### src/rtl/seven_seg_scan_driver.sv
// Time-multiplexed 7-segment driver: latched nibbles, hex/game decode,
// guard-banded digit scan, leading-zero blanking, blink and decimal points.
//
// Ports:
//   clk, rst_n        clock, synchronous active-low reset
//   load              capture value/mode/dp_in into the shadow registers
//   value [4*DIGITS]  nibble k drives digit k (digit 0 = rightmost)
//   mode              0 = hex, 1 = game-code decode
//   dp_in [DIGITS]    decimal point per digit, active-high
//   blank_lz          leading-zero blanking enable (live)
//   blink_mask        digits that blink (live)
//   seg, dp, an       active-low display pins, registered
//   frame_tick        1-cycle pulse when the digit index wraps to 0
module seven_seg_scan_driver #(
  parameter int DIGITS       = 4,
  parameter int SCAN_DIV     = 1000,
  parameter int GUARD        = 2,
  parameter int BLINK_FRAMES = 32
) (
  input  logic                  clk,
  input  logic                  rst_n,
  input  logic                  load,
  input  logic [4*DIGITS-1:0]   value,
  input  logic                  mode,
  input  logic [DIGITS-1:0]     dp_in,
  input  logic                  blank_lz,
  input  logic [DIGITS-1:0]     blink_mask,
  output logic [6:0]            seg,
  output logic                  dp,
  output logic [DIGITS-1:0]     an,
  output logic                  frame_tick
);

  localparam int PW = (SCAN_DIV > 1) ? $clog2(SCAN_DIV) : 1;
  localparam int IW = (DIGITS > 1) ? $clog2(DIGITS) : 1;
  localparam int FW = $clog2(BLINK_FRAMES) + 1;

  logic [PW-1:0]         presc;
  logic [IW-1:0]         idx;
  logic [FW-1:0]         frame_cnt;
  logic                  blink_phase;
  logic [4*DIGITS-1:0]   val_sh;
  logic                  mode_sh;
  logic [DIGITS-1:0]     dp_sh;

  logic                  presc_wrap;
  logic                  idx_wrap;
  logic                  frame_wrap;
  logic                  blink_wrap;
  logic [DIGITS-1:0]     lzb;
  logic [3:0]            cur_nib;
  logic                  cur_dp;
  logic                  cur_lzb;
  logic                  cur_blink;
  logic                  lit;
  logic                  guard_done;
  logic [6:0]            seg_d;
  logic                  dp_d;
  logic [DIGITS-1:0]     an_d;

  function automatic logic [6:0] glyph(
    input logic [3:0] n
  );
    case (n)
      4'h0:    glyph = 7'b1000000;
      4'h1:    glyph = 7'b1111001;
      4'h2:    glyph = 7'b0100100;
      4'h3:    glyph = 7'b0110000;
      4'h4:    glyph = 7'b0011001;
      4'h5:    glyph = 7'b0010010;
      4'h6:    glyph = 7'b0000010;
      4'h7:    glyph = 7'b1111000;
      4'h8:    glyph = 7'b0000000;
      4'h9:    glyph = 7'b0010000;
      4'hA:    glyph = 7'b0001000;
      4'hB:    glyph = 7'b0000011;
      4'hC:    glyph = 7'b1000110;
      4'hD:    glyph = 7'b0100001;
      4'hE:    glyph = 7'b0000110;
      default: glyph = 7'b0001110;
    endcase
  endfunction

  // Game codes: 0 -> F, 1..10 -> digits 0..9,
  // 11..15 land on the hex letters b..F unchanged.
  function automatic logic [3:0] sym(
    input logic [3:0] n,
    input logic       gm
  );
    sym = n;
    if (gm) begin
      unique case (1'b1)
        (n == 4'd0):                sym = 4'hF;
        (n >= 4'd1 && n <= 4'd10):  sym = n - 4'd1;
        default:                    sym = n;
      endcase
    end
  endfunction

  function automatic logic is_zero(
    input logic [3:0] n,
    input logic       gm
  );
    is_zero = gm ? (n == 4'd1) : (n == 4'd0);
  endfunction

  assign presc_wrap = (presc == PW'(SCAN_DIV - 1));
  assign idx_wrap   = (idx == IW'(DIGITS - 1));
  assign frame_wrap = presc_wrap & idx_wrap;
  assign blink_wrap = (frame_cnt == FW'(BLINK_FRAMES - 1));
  assign guard_done = (presc >= PW'(GUARD));

  // Blank from the top digit down while it reads as zero.
  always_comb begin
    logic run;
    lzb = '0;
    run = blank_lz;
    for (int i = DIGITS - 1; i >= 1; i--) begin
      if (run && is_zero(val_sh[4*i +: 4], mode_sh))
        lzb[i] = 1'b1;
      else
        run = 1'b0;
    end
  end

  always_comb begin
    cur_nib   = '0;
    cur_dp    = 1'b0;
    cur_lzb   = 1'b0;
    cur_blink = 1'b0;
    for (int i = 0; i < DIGITS; i++) begin
      if (IW'(i) == idx) begin
        cur_nib   = val_sh[4*i +: 4];
        cur_dp    = dp_sh[i];
        cur_lzb   = lzb[i];
        cur_blink = blink_mask[i];
      end
    end
  end

  // Segments are driven through the guard so they settle
  // before the anode turns on.
  always_comb begin
    lit   = ~cur_lzb & ~(blink_phase & cur_blink);
    seg_d = 7'h7F;
    dp_d  = 1'b1;
    an_d  = '1;
    if (lit) begin
      seg_d = glyph(sym(cur_nib, mode_sh));
      dp_d  = ~cur_dp;
      if (guard_done)
        an_d = ~(DIGITS'(1) << idx);
    end
  end

  always_ff @(posedge clk) begin
    if (!rst_n) begin
      presc       <= '0;
      idx         <= '0;
      frame_cnt   <= '0;
      blink_phase <= 1'b0;
      val_sh      <= '0;
      mode_sh     <= 1'b0;
      dp_sh       <= '0;
      seg         <= 7'h7F;
      dp          <= 1'b1;
      an          <= '1;
      frame_tick  <= 1'b0;
    end else begin
      if (load) begin
        val_sh  <= value;
        mode_sh <= mode;
        dp_sh   <= dp_in;
      end
      presc <= presc_wrap ? '0 : presc + PW'(1);
      if (presc_wrap)
        idx <= idx_wrap ? '0 : idx + IW'(1);
      frame_tick <= frame_wrap;
      if (frame_wrap) begin
        if (blink_wrap) begin
          frame_cnt   <= '0;
          blink_phase <= ~blink_phase;
        end else begin
          frame_cnt <= frame_cnt + FW'(1);
        end
      end
      seg <= seg_d;
      dp  <= dp_d;
      an  <= an_d;
    end
  end

endmodule

### config.mk
export PLATFORM = sky130hd
export DESIGN_NAME = seven_seg_scan_driver
export DESIGN_NICKNAME = d
export VERILOG_FILES = /design/src/rtl/seven_seg_scan_driver.sv
export SDC_FILE = /design/constraint.sdc
export NUM_CORES = 1
export LEC_CHECK = 0
export ABC_AREA = 1
export CAP_MARGIN = 20
export CORE_UTILIZATION = 43
export CTS_BUF_LIST = sky130_fd_sc_hd__clkbuf_16
export CTS_CLUSTER_SIZE = 25
export DETAILED_ROUTE_END_ITERATION = 16
export PLACE_DENSITY = 0.66
export RECOVER_POWER = 50
export SYNTH_ARGS = -nofsm -noshare
export SYNTH_HDL_FRONTEND = slang
export SYNTH_SLANG_ARGS = --single-unit
### constraint.sdc
create_clock -name clk -period 2.74 [get_ports clk]
set_input_delay 0.548 -clock clk [delete_from_list [all_inputs] [get_ports clk]]
set_output_delay 0.548 -clock clk [all_outputs]
set_load 0.03 [all_outputs]
# After elaboration in Yosys (flattened, before gate mapping)
# Memory sizes are Yosys's and may differ from the RTL's. A register that Yosys moved wholly into a read port is not among the register bits.
# Index checks and enable logic that the tools add are counted.
# totals
mem_count	1
word_cells	79
reg_bits	46
output_inout_bits	13
romBits	112
input_bits	29
# classes
n_lt_le_gt_ge	3
n_reduce_logical	14
muxes	28
shift	1
bitwise	9
add_sub_neg	4
eq_ne	9
# memory_table
name	depth	width	rd	rd_ports_with_merged_regs	write_ports	line_no	rtl
(no name shown)	16	7	1	1	0	64	case (n)
# op_table
operator	count
$mux 4	6
$mux 1	19
$logic_not 4->1	4
$eq 4x1->1 const B	3
$add 10x1->10 const B	1
$eq 10x10->1 const B	1
$ge 10x2->1 const B	1
$pmux 4 s2	1
$add 6x1->6 const B	1
$eq 6x5->1 const B	1
$mux 6	1
$not 1->1	5
$eq 2x2->1 const A	2
$ge 4x1->1 const B	1
$le 4x4->1 const B	1
$logic_and 1x1->1	4
$not 4->4	1
$reduce_and 2->1	2
$shl 1x2->4 const A	1
$sub 4x1->4 const B	1
$and 1x1->1	3
$reduce_and 3->1	1
$add 2x1->2 const B	1
$eq 1x2->1 const A	1
5 further kinds	5

# Logic depth before layout (Yosys ltp)
# logic_depth
ltp_word	15
depth_mapped	24

# Least setup slack after synthesis
# OpenSTA, ideal clock, no wires.
# synth_path
path_type	register to register
startpoint	reg idx[0]
endpoint	reg seg[4]
n_path_buf	1
setup_time_ns	0.113
period_less_slack_ns	2.778
t_required_ns	2.627
stages_incl_launch_ff	20
arrival_time_ns	2.665
slack_ns	-0.038
path_cell_list	dfxtp_1 inv_1 ha_1 buf_6 a21oi_1 o21ai_0 nand2_1 inv_1 ha_1 nor2_1 nand3_4 nand3_2 nand2_1 nand3_1 inv_1 ha_1 nand4_1 nor2_1 nor2_1 nand2_1
# synth_via
elab_chain_cells	10
word_cells_on_any_way	29
# synth_lines
item	line_no	rtl
from (decl)	39	logic [IW-1:0] idx;
from (signal assigned)	177	idx <= idx_wrap ? '0 : idx + IW'(1);
$logic_not 2->1	132	if (IW'(i) == idx) begin
$mux 4 or $mux 1 (tied branches) (4 in a row)	132	
$ge 4x1->1 (tied with other cells)	94	(n >= 4'd1 && n <= 4'd10): sym = n - 4'd1;
$logic_and 1x1->1 or $not 1->1 (tied branches)	94, 144	
$pmux 4 s2 or $and 1x1->1 (tied branches)	92, 144	
$mux 4 or $reduce_and 2->1 (tied branches)	--	
$mux 4 or $logic_not 1->1 (tied branches)	--	
to (decl)	28	output logic [6:0] seg,
# Parallel ways exist; a longest one is shown, timed or not. The select of a mux whose other input is x is not followed.
# A chain may end at the register's enable or synchronous reset.

# Worst setup path in the final report
# layout_path
startpoint	reg idx[1]
endpoint	reg seg[3]
# Same word-level chain as after synthesis.

==> out/qor.yml <==
critical_path:
  worstPathMaxFanout: 7
  worstPathRequired_ns: 2.92
  arrival_ns: 2.82
  worstSetupEndpointType: "register"
  start_kind: "register"
  criticalPathCategory: "register to register"
clock_network:
  worstSkewPairLatency_ns: 0.30
  cts_sinks: 53
  htreeDepth: 2
  clockBufferDepth: 2
  root_buffer: "clkbuf_16"
  cts_tree: "done"
  cts_buffers: 5
  clk_pin_slew_worst_paths_ns: 0.07
power:
  seqPwrFrac_pct: 43.9
  peakVddDrop_mv: 0.2576
  p_leak_nw: 1.719
  power_frac_comb_pct: 23.6
  clkPwrFrac_pct: 32.5
  p_int_w: 0.001343
  switchingPower_w: 0.0005740
  p_sw_share_pct: 29.94
  powerDensity_mw_per_mm2: 486.9
floorplanning:
  start_util_pct: 45.44
  dieWidth_um: 84.85
  die_h_um: 84.85
  ios: 42
  rows: 29
  die_area_mm2: 0.007200
  core_area_mm2: 0.006495
timing:
  worst_pin_slew_ns: 0.7577
  min_period_ns: 2.645
  hold_viol_final: 0
  drv_slew: 0
  finalCritPeriodShare_pct: 96.55
  whs_ns: 0.4777
  clock-skew-final_ns: 0.003746
  max_slew_margin_pct: 49.43
  achievable-frequency_mhz: 378.0
  setup-violations-final: 0
logic_synthesis:
  ys_top_cells_by_count: "nand2_1, nor2_1, dfxtp_1"
  synth_top_area_share_pct: 35.95
  yosys_register_bits: 53
  netlist_instances: 405
  syn_area_mm2: 0.002952
  synth.top_cells.by_area: "dfxtp_1, nand2_1, nor2_1, ha_1, inv_1"
  yosys_warnings: 0
  synth-edff-count: 0
  yosysTopAreaCell: "dfxtp_1"
  yosysMostFrequentCell: "nand2_1"
  yosysSeqAreaShare_pct: 35.95
  ys.flop_type: "dfxtp_1"
  syn_area_per_cell_um2: 7.288
  synth.distinct_cells: 35
  synth-async-reset-ratio_pct: 0
  syn-num-nets: 451
drt:
  avgViaCountPerCell: 5.018
  drtPass1Iterations: 10
  routed_wl_um: 7046
  vias: 2760
  avgRoutedWirePerCell_um: 12.81
  drtIter0Drc: 122
  route.detailed.drc: 4
  drtAntennaViolNets: 0
grt:
  grt_usage_pct: 20.57
  grt_max_degree: 27
  grt_pass1_vias: 2626
  grt_pass1_wl_um: 11950
  grt_overflow_total: 0
  antenna_found_initial: 0
finish:
  fin_util_pct: 60.62
  fin_nets: 519
  stdcell_count: 550
  area.growth.synth_to_final_pct: 33.40
  nFillCells: 572
  layout-drive-gt1-share_pct: 19.87
  diodes: 0
placed_design:
  hpwl_um: 5139
  gp_congestion: 0.8565
  placed_cells: 538
  io_buffers: 41
worst_hold_path:
  hold_class: "register to register"
status:
  violations: "DRC"
  status: "finished, violations left"
job:
  maxCapViolCount: 0
-- layout make-up --
class | count | area [µm²] | share of cell area [%]
flip-flops and latches | 53 | 1065 | 27.04
inverters | 46 | 190.2 | 4.830
clock buffers | 5 | 125.1 | 3.178
repair buffers | 71 | 639.4 | 16.24
multi-input cells | 296 | 1809 | 45.95
clock inverters | 2 | 12.51 | 0.3178
well taps | 77 | 96.34 | 2.447
-- cell usage in the layout, fill, tap and decap left out, types with 7 or more instances in the layout --
cell and count:
a21oi_1 19, buf_4 27, clkdlybuf4s50_1 35, dfxtp_1 52, ha_1 8, ha_4 8
inv_1 36, nand2_1 75, nand2_2 12, nand2_4 7, nand3_1 20, nand4_1 13
nor2_1 58, nor3_1 7, o21ai_0 29
-- worst max-delay path, stage by stage (launching register included) --
cell	delay (ns)
dfxtp_1	0.33
buf_4	0.16
ha_4	0.19
a21oi_1	0.12
nand2_1	0.07
nand2_1	0.08
nand2_2	0.11
inv_2	0.12
ha_4	0.14
inv_1	0.05
nor2_2	0.14
nand3_4	0.12
nand2_4	0.09
nor2_4	0.04
nand2_2	0.07
nand3_4	0.10
buf_6	0.14
ha_2	0.19
nand4_1	0.10
nand2_1	0.07
nand2_1	0.06
nand3_1	0.06
-- kinds of logic after synthesis --
kind of cell               after synthesis  synth area share, %
adders and majority gates               17                7.206
DFF                                     53                35.95
buffers and inverters                   56                8.266
xor gates and xnor gates                 7                2.077
AOI/OAI and AO/OA                       55                9.750
and+or+nand+nor                        217                36.75
-- state kept, by name (all words and copies together) (netlist names) --
register and flops:
seg 7, idx 2, mode_sh 1, frame_tick 1
presc 10, blink_phase 1, dp 1, frame_cnt 6
dp_sh 4, val_sh 16, an 4
-- routing by layer --
layer  GRT usage, %  vias to the layer above  share of wire [%]
li1               -                     1450                  -
met1          27.37                     1250                 49
met2          34.29                       52                 46
met3          3.210                        8                3.5
met4          6.626                        0                1.6
met5              0                        -                  0
-- timing repair --
item,in CTS,in global routing
buffers inserted,0,5
resized for setup,5,35
hold buffers,0,0
pin swaps,1,13
endpoints found under the setup margin,7,7
-- per-stage QoR --
| stage | instance area, µm² | setup slack, ns | TNS (ns) | total power, W |
|---|---|---|---|---|
| floorplan | 2959 | 0.03187 | 0 | 0.001118 |
| global placement | 3595 | -0.01949 | -0.03926 | 0.001268 |
| detailed placement | 3595 | -0.1523 | -0.6015 | 0.001273 |
| CTS | 3744 | 0.006049 | 0 | 0.001888 |
| global route | 3938 | -0.09613 | -0.2950 | 0.002021 |
| finish | 3938 | 0.09466 | 0 | 0.001917 |
-- final timing paths --
check                    startpoint                endpoint  slack [ns]  cells past startpoint
min          val_sh[7]$_SDFFE_PN0P_  val_sh[7]$_SDFFE_PN0P_        0.48                      2
max             idx[1]$_SDFFE_PN0N_       seg[3]$_SDFF_PN1_        0.09                     21
min reg2reg  val_sh[7]$_SDFFE_PN0P_  val_sh[7]$_SDFFE_PN0P_        0.48                      2
max reg2reg     idx[1]$_SDFFE_PN0N_       seg[3]$_SDFF_PN1_        0.09                     21
-- power by group through the flow --
stage               Sequential (W)  Clock, W  Combinational, W
finish                    0.000843  0.000622          0.000452
global route              0.000847  0.000671          0.000503
CTS                       0.000843  0.000630          0.000415
floorplan                 0.000886         0          0.000232
global placement          0.000860         0          0.000408
detailed placement        0.000861         0          0.000412
Note: power is estimated with default switching activity, not from simulation.
